--- src/rtl/atm_ledger_arbiter_pkg.sv ---
// Shared encodings for the ATM ledger arbiter: op codes, response status codes and FSM states.
// The ATM session controller uses the same op codes.
package atm_ledger_arbiter_pkg;

    localparam logic [2:0] OP_NONE = 3'b000;
    localparam logic [2:0] OP_DEP  = 3'b001;
    localparam logic [2:0] OP_WDR  = 3'b010;
    localparam logic [2:0] OP_BAL  = 3'b011;

    localparam logic [1:0] ST_OK    = 2'b00;
    localparam logic [1:0] ST_INSUF = 2'b01;
    localparam logic [1:0] ST_OVF   = 2'b10;
    localparam logic [1:0] ST_BADOP = 2'b11;

    typedef enum logic [1:0] {
        StIdle,
        StRead,
        StExec,
        StResp
    } state_e;

endpackage

--- src/rtl/atm_rr_arbiter.sv ---
// Combinational round-robin arbiter: grants the first requester at or after the pointer.
module atm_rr_arbiter #(
    parameter int unsigned N_REQ = 2,
    parameter int unsigned PTR_W = 1
) (
    input  logic [N_REQ-1:0] req_i,
    input  logic [PTR_W-1:0] ptr_i,
    input  logic             en_i,
    output logic [N_REQ-1:0] gnt_o
);

    logic             found;
    logic [PTR_W-1:0] idx;

    always_comb begin
        gnt_o = '0;
        found = 1'b0;
        idx   = '0;
        for (int unsigned k = 0; k < N_REQ; k++) begin
            idx = PTR_W'((32'(ptr_i) + k) % N_REQ);
            if (en_i && !found && req_i[idx]) begin
                gnt_o[idx] = 1'b1;
                found      = 1'b1;
            end
        end
    end

endmodule

--- src/rtl/atm_ledger_arbiter.sv ---
// Shares one account-balance ledger between N_REQ ATM sessions; each granted transaction
// runs read -> check -> write-back atomically under round-robin arbitration.
module atm_ledger_arbiter
    import atm_ledger_arbiter_pkg::*;
#(
    parameter int unsigned N_REQ    = 2,
    parameter int unsigned IDX_W    = 2,
    parameter int unsigned AMT_W    = 5,
    parameter int unsigned BAL_W    = 5,
    parameter int unsigned INIT_BAL = 0
) (
    input  logic                   clk,
    input  logic                   rst,
    input  logic [N_REQ-1:0]       req_valid,
    output logic [N_REQ-1:0]       req_ready,
    input  logic [3*N_REQ-1:0]     req_op,
    input  logic [IDX_W*N_REQ-1:0] req_acct,
    input  logic [AMT_W*N_REQ-1:0] req_amount,
    output logic [N_REQ-1:0]       rsp_valid,
    output logic [1:0]             rsp_status,
    output logic [BAL_W-1:0]       rsp_balance
);

    localparam int unsigned PTR_W = (N_REQ > 1) ? $clog2(N_REQ) : 1;
    localparam int unsigned NACCT = 2 ** IDX_W;
    localparam int unsigned CW    = ((AMT_W > BAL_W) ? AMT_W : BAL_W) + 1;

    state_e           state_q, state_d;
    logic [PTR_W-1:0] ptr_q, gnt_q, gnt_idx;
    logic [2:0]       op_q, op_sel;
    logic [IDX_W-1:0] acct_q, acct_sel;
    logic [AMT_W-1:0] amt_q, amt_sel;
    logic [BAL_W-1:0] bal_q;
    logic [BAL_W-1:0] ledger_q [NACCT];
    logic [1:0]       rsp_status_q, exec_status;
    logic [BAL_W-1:0] rsp_balance_q, exec_bal;
    logic             exec_wr;
    logic [CW-1:0]    bal_ext, amt_ext, sum_ext;
    logic             xfer;

    atm_rr_arbiter #(
        .N_REQ(N_REQ),
        .PTR_W(PTR_W)
    ) u_rr (
        .req_i(req_valid),
        .ptr_i(ptr_q),
        .en_i (state_q == StIdle),
        .gnt_o(req_ready)
    );

    assign xfer        = |req_ready;
    assign rsp_status  = rsp_status_q;
    assign rsp_balance = rsp_balance_q;

    always_comb begin
        gnt_idx  = '0;
        op_sel   = '0;
        acct_sel = '0;
        amt_sel  = '0;
        for (int unsigned i = 0; i < N_REQ; i++) begin
            if (req_ready[i]) begin
                gnt_idx  = PTR_W'(i);
                op_sel   = req_op[3*i +: 3];
                acct_sel = req_acct[IDX_W*i +: IDX_W];
                amt_sel  = req_amount[AMT_W*i +: AMT_W];
            end
        end
    end

    always_ff @(posedge clk) begin
        if (rst) state_q <= StIdle;
        else     state_q <= state_d;
    end

    always_comb begin
        state_d = state_q;
        case (state_q)
            StIdle:  if (xfer) state_d = StRead;
            StRead:  state_d = StExec;
            StExec:  state_d = StResp;
            StResp:  state_d = StIdle;
            default: state_d = StIdle;
        endcase
    end

    // Widened arithmetic so a deposit carry and an over-withdraw are both visible.
    always_comb begin
        bal_ext     = CW'(bal_q);
        amt_ext     = CW'(amt_q);
        sum_ext     = bal_ext + amt_ext;
        exec_status = ST_OK;
        exec_bal    = bal_q;
        exec_wr     = 1'b0;
        case (op_q)
            OP_DEP: begin
                if (|sum_ext[CW-1:BAL_W]) begin
                    exec_status = ST_OVF;
                end else begin
                    exec_bal = sum_ext[BAL_W-1:0];
                    exec_wr  = 1'b1;
                end
            end
            OP_WDR: begin
                if (amt_ext > bal_ext) begin
                    exec_status = ST_INSUF;
                end else begin
                    exec_bal = bal_q - amt_ext[BAL_W-1:0];
                    exec_wr  = 1'b1;
                end
            end
            OP_BAL:  exec_status = ST_OK;
            OP_NONE: exec_status = ST_BADOP;
            default: exec_status = ST_BADOP;
        endcase
    end

    always_comb begin
        rsp_valid = '0;
        if (state_q == StResp) rsp_valid[gnt_q] = 1'b1;
    end

    always_ff @(posedge clk) begin
        if (rst) begin
            ptr_q         <= '0;
            gnt_q         <= '0;
            op_q          <= '0;
            acct_q        <= '0;
            amt_q         <= '0;
            bal_q         <= '0;
            rsp_status_q  <= ST_OK;
            rsp_balance_q <= '0;
            for (int unsigned i = 0; i < NACCT; i++) ledger_q[i] <= BAL_W'(INIT_BAL);
        end else begin
            if (state_q == StIdle && xfer) begin
                gnt_q  <= gnt_idx;
                op_q   <= op_sel;
                acct_q <= acct_sel;
                amt_q  <= amt_sel;
            end
            if (state_q == StRead) bal_q <= ledger_q[acct_q];
            // The write lands on the same edge that enters RESP, so the next read sees it.
            if (state_q == StExec) begin
                rsp_status_q  <= exec_status;
                rsp_balance_q <= exec_bal;
                if (exec_wr) ledger_q[acct_q] <= exec_bal;
            end
            if (state_q == StResp) begin
                ptr_q <= (gnt_q == PTR_W'(N_REQ - 1)) ? '0 : gnt_q + 1'b1;
            end
        end
    end

endmodule

--- config.mk ---
export PLATFORM = sky130hd
export DESIGN_NAME = atm_ledger_arbiter
export DESIGN_NICKNAME = d
export VERILOG_FILES = /design/src/rtl/atm_ledger_arbiter_pkg.sv /design/src/rtl/atm_rr_arbiter.sv /design/src/rtl/atm_ledger_arbiter.sv
export SDC_FILE = /design/constraint.sdc
export NUM_CORES = 1
export LEC_CHECK = 0
export CORE_MARGIN = 5
export CORE_UTILIZATION = 47
export CTS_BUF_LIST = sky130_fd_sc_hd__clkbuf_8
export CTS_CLUSTER_DIAMETER = 30
export CTS_CLUSTER_SIZE = 28
export DETAILED_ROUTE_END_ITERATION = 12
export GPL_ROUTABILITY_DRIVEN = 0
export GPL_TIMING_DRIVEN = 1
export PLACE_DENSITY = 0.76
export SLEW_MARGIN = 20
export SYNTH_ARGS = -nofsm -noshare
export SYNTH_HDL_FRONTEND = slang
export SYNTH_SLANG_ARGS = --single-unit
--- constraint.sdc ---
create_clock -name clk -period 2.7 [get_ports clk]
set_clock_uncertainty 0.2 [all_clocks]
set_input_delay 0.27 -clock clk [delete_from_list [all_inputs] [get_ports clk]]
set_output_delay 0.27 -clock clk [all_outputs]
set_load 0.005 [all_outputs]
# After elaboration in Yosys (flattened, before gate mapping)
# Memory sizes are Yosys's and may differ from the RTL's. A register that Yosys moved wholly into a read port is not among the register bits.
# Index checks and enable logic that the tools add are counted.
[op_classes] n_reduce_logical=11 n_lt_le_gt_ge=7 n_addsub=4 muxes=42 bitwise_logic=1 eq_ne=7
[ops] operator="two-way mux 5 bit" count=5
[ops] operator="two-way mux 1 bit" count=20
[ops] operator="two-way mux 2 bit" count=8
[ops] operator="case mux 5 bit (2 select lines)" count=1
[ops] operator="case mux 2 bit (4 select lines)" count=1
[ops] operator="logical AND 1 bit" count=7
[ops] operator="adder 5 x 5 -> 6 bit" count=1
[ops] operator="== test 3 x 2 -> 1 bit, second input constant" count=2
[ops] operator="< comparator 1 x 2 -> 1 bit, second input constant" count=3
[ops] operator="two-way mux 3 bit" count=2
[ops] operator="case mux 2 bit (3 select lines)" count=1
[ops] operator="greater-than comparator 5 bit" count=1
[ops] operator="OR reduction 5 bit" count=1
[ops] operator="subtractor 5 bit" count=1
[ops] operator="== test 2 bit, second input constant" count=2
[ops] operator="demux 1 bit (select 1 bit)" count=3
[ops] operator="== test 3 x 1 -> 1 bit, second input constant" count=1
[ops] operator="greater-or-equal comparator 1 bit, second input constant" count=3
[ops] operator="adder 1 bit, second input constant" count=2
[ops] operator="== test 2 x 1 -> 1 bit, second input constant" count=1
[ops] operator="zero test 2 bit" count=1
[ops] operator="inequality test 2 bit, second input constant" count=1
[ops] operator="bitwise OR 2 bit" count=1
[ops] operator="case mux 1 bit (2 select lines)" count=1
[ops] operator="other kinds (2)" count=2
[totals] ram_bits=20 wordCells=81 output_inout_bits=11 n_memories=1 register_bits=21 inputBits=24
[mem_list] name="ledger_q" words=4 word_bits=5 read_ports=1 rd_clocked_by_memory_dff=1 write_ports=4 line_no="atm_ledger_arbiter.sv:34" source="logic [BAL_W-1:0] ledger_q [NACCT];"

# Depth between registers and ports, before layout
[logic_depth] ltp_word=11 ltp_mapped=8

# Hierarchy
# A second synthesis with hierarchy kept.
[unflattened] cells_unflattened=260 hier_area_um2=2583.7
[by_module_without_submodules] mod="atm_ledger_arbiter" seq_area_each_um2=1121.1 area_per_inst_um2=2562.5 n_inst=1 cells_each=255
[by_module_without_submodules] mod="atm_rr_arbiter" seq_area_each_um2=0.0 area_per_inst_um2=21.3 n_inst=1 cells_each=5

# Worst setup path before layout
# Ideal clock, no wire load.
[synth_path] path_kind="reg2reg" from="register amt_q[1]" to="memory ledger_q[0][0] (enable)" setup_ps=285 arrival_ps=1951 slack_ps=264 path_stages_with_launch=8 cell_sequence="dfxtp_1 inv_1 ha_1 nor2b_1 o2111a_1 o21a_1 o211ai_1 nand2_1"
[synth_lines] element="start: declaration" line_no="atm_ledger_arbiter.sv:32" source="logic [AMT_W-1:0] amt_q, amt_sel;"
[synth_lines] element="start signal: assignment" line_no="atm_ledger_arbiter.sv:138" source="amt_q <= amt_sel;"
[synth_lines] element="end: declaration" line_no="atm_ledger_arbiter.sv:34"

==> out/qor.txt <==
Leakage Power - 1.18 nW
Drt total wl - 6390 microns
Clk_lat worst skew - 0.30 ns
EDFF count, synth - 20
Row cnt - 27
Dpl hpwl - 5020 microns
Worst path max stage delay - 0.48 ns
Global-route wire length before repair - 10300 microns
Slack of the worst reg-to-reg path - 0.12 ns
Top FF cell, synth - dfxtp_1
Num CTS Buffers - 5
Final worst path period share - 95.5%
Clock power frac - 16.1%
Fraction of layout cells with a size suffix above 1 - 12.5%
# Max-Cap Violations - 0
Global route overflow - 0
Reg-to-reg critical path endpoint - ledger_q[2][3]
Die Footprint - 7220 sq um
N_diodes - 0
Leading area contributor after synthesis - edfxtp_1
Initial antenna violation count - 0
Avg Vias per Cell - 5.73
Syn avg cell area - 10.0 sq um
Seq/Total Area, Yosys - 42.5%
Total number of yosys warnings - 0
Crit path kind - reg2reg
Hold Path Sink - amt_q[3]
Final count of pins violating max slew - 0
Top cells by count, synth - 28 x a21oi_1, 26 x dfxtp_1, 26 x nor2_1, 23 x nand2_1, 20 x edfxtp_1
PortBufs - 34
Synth area leaders - edfxtp_1 23%, dfxtp_1 20%, ha_1 6.6%
Net count, final - 342
Mapped Nets - 303
Worst reg-to-reg path cell count - 7
Routed via count - 2150
Initial core utilization - 48.2%
Die height - 84.9 microns
Top cell type's share of synthesized area - 22.7%
Critical Path RT - 2.54 ns
Outcome - finished clean
Post-layout min period - 2.58 ns
Asr flop ratio synth - 0%
Pint - 1.53 mW
Synth Register Bits - 46
Hold Crit Start - amt_q[3]
Maximum vdd drop - 0.547 mV
R2r startpoint - amt_q[2]
FF/Latch Area - 1120 sq um
Pwr Density - 794 nW/um^2
Cells after synthesis - 263
WL per Instance - 17.0 microns
Flop pwr share - 37.7%
Worst hold stages - 2
# IOs - 35
Hold_buf cts - 0
Core area - 5470 sq um
Fmax achieved - 388 MHz
TNS Setup - 0 ns
Final Util - 58.4%
Detailed Route Iter0 Violations - 162
DRT antenna net count - 0
Vias in the first global route - 2094
Startpoint Class - register
Sw Share - 39.9%
Area grow syn2layout - 21.0%
Worst Tran Pin Value - 0.502 ns
DRT Pass-1 Iters - 5
Setup-failing EPs final - 0
CP cell instances - inv_1, ha_1, a21oi_1, and2_1, o221ai_1, a32oi_2, nor2_1
DRC Markers - 0
Most frequent cell after synthesis - a21oi_1
Die width - 84.9 microns
Worst Path Max Fanout - 8
CTS tree - done
Largest net degree at the start of global routing - 19
Fin. Hold Viols - 0
Worst EP arrival - 2.41 ns
Root Buffer - clkbuf_8
Critical-path top delay cell - a32oi_2
Multi-input logic area - 1410 sq um
Slew margin rel. - 66.5%
H-tree depth - 2
Clock Tree Buf Depth - 2
Crit-path leading delay family - compound AO/OA/AOI/OAI gates
Post-synth cell types - 57
Hold Crit Class - reg2reg
GRT Total Usage - 17.9%
Synth Cell Area - 2640 sq um
Psw - 1.01 mW
CP bufs+invs - 1
Filler cell count - 484
RSZ-0062 raised after global routing - no
Worst Hold Slack - 0.280 ns
Logic pwr share - 46.2%
CTS sink cnt - 46
Crit. End Element - register
Clock slew at reported path FFs - 0.08 ns
sequential cells by signal, indices dropped and copies added (netlist names):
register     count
gnt_q            1
rsp_status       2
ledger_q        20
bal_q            5
op_q             3
ptr_q            1
amt_q            5
acct_q           2
state_q          2
rsp_balance      5
worst reg2reg max path: stages (launching register included):
cell      delay (ns)
dfxtp_1         0.41
inv_1           0.08
ha_1            0.41
a21oi_1         0.28
and2_1          0.17
o221ai_1        0.19
a32oi_2         0.48
nor2_1          0.10
worst max-delay path by stage:
stage / from / to / slack [ns] / cells past startpoint
2_1_floorplan: amt_q[1] / ledger_q[0][0] / 0.26 / 7
3_5_place_dp: bal_q[1] / ledger_q[2][3] / 0.03 / 6
4_1_cts: bal_q[1] / ledger_q[2][1] / 0.02 / 6
3_3_place_gp: bal_q[1] / ledger_q[2][1] / 0.15 / 6
5_1_grt: amt_q[2] / ledger_q[2][4] / 0.004 / 8
6_report: amt_q[2] / ledger_q[2][3] / 0.12 / 7
area by class of cell:
class | instances | area share (%)
clock inverter | 3 | 0.548
sequential | 46 | 35.1
multi-input combinational | 187 | 44.2
inverter | 17 | 2.00
clock buffer | 5 | 2.15
tap | 72 | 2.82
timing repair buffer | 45 | 13.2
stage by stage:
stage	cell area, sq um	cells	power [mW]	setup slack (ns)
6_report	3200	375	2.54	0.122
2_1_floorplan	2640	263	1.73	0.264
3_5_place_dp	3080	365	2.11	0.0261
4_1_cts	3170	373	2.52	0.0195
5_1_grt	3200	375	2.70	0.00355
3_3_place_gp	3080	365	2.08	0.149
what timing repair did:
action / in CTS / in global routing
gates resized for setup: 0 / 2
setup buffers: 0 / 2
setup endpoints to repair: 0 / 10
layer usage:
layer	part of all wire, %	track usage [%]
met1	43	21.8
met2	50	30.8
met3	4.9	3.98
met4	2.4	6.62
met5	0	0
power groups by stage:
| stage | logic [mW] | registers, mW | clock network [mW] |
|---|---|---|---|
| after floorplan | 0.802 | 0.932 | 0 |
| after global placement | 1.11 | 0.965 | 0 |
| after detailed placement | 1.14 | 0.971 | 0 |
| after CTS | 1.15 | 0.955 | 0.418 |
| after global routing | 1.28 | 0.973 | 0.442 |
| final | 1.17 | 0.956 | 0.409 |
cell usage in the layout (no fill, tap or decap), types with 4 or more instances in the layout:
| cell type | Yosys | final |
|---|---|---|
| a211oi_1 | 7 | 7 |
| mux2i_1 | 5 | 5 |
| o211ai_1 | 4 | 4 |
| nand2b_1 | 4 | 4 |
| inv_1 | 17 | 18 |
| dfxtp_1 | 26 | 26 |
| ha_1 | 14 | 14 |
| clkbuf_8 | 0 | 5 |
| clkdlybuf4s50_1 | 0 | 34 |
| edfxtp_1 | 20 | 20 |
| nand2_1 | 23 | 23 |
| mux4_2 | 5 | 5 |
| a22oi_1 | 10 | 10 |
| buf_4 | 1 | 11 |
| nor2_1 | 26 | 25 |
| nor2b_1 | 4 | 4 |
| a21oi_1 | 28 | 28 |
cell families (layout without fill, tap and decap cells):
logic type | count (synthesis) | in the layout | share of synthesized area (%)
xor+xnor | 2 | 2 | 0.664
fa+ha+maj | 16 | 16 | 8.15
simple gates | 76 | 76 | 14.2
buf+inv | 30 | 70 | 4.45
compound gates | 83 | 83 | 23.9
flops | 46 | 46 | 42.5
mux | 10 | 10 | 6.16
Note: power is estimated with default switching activity, not from simulation.
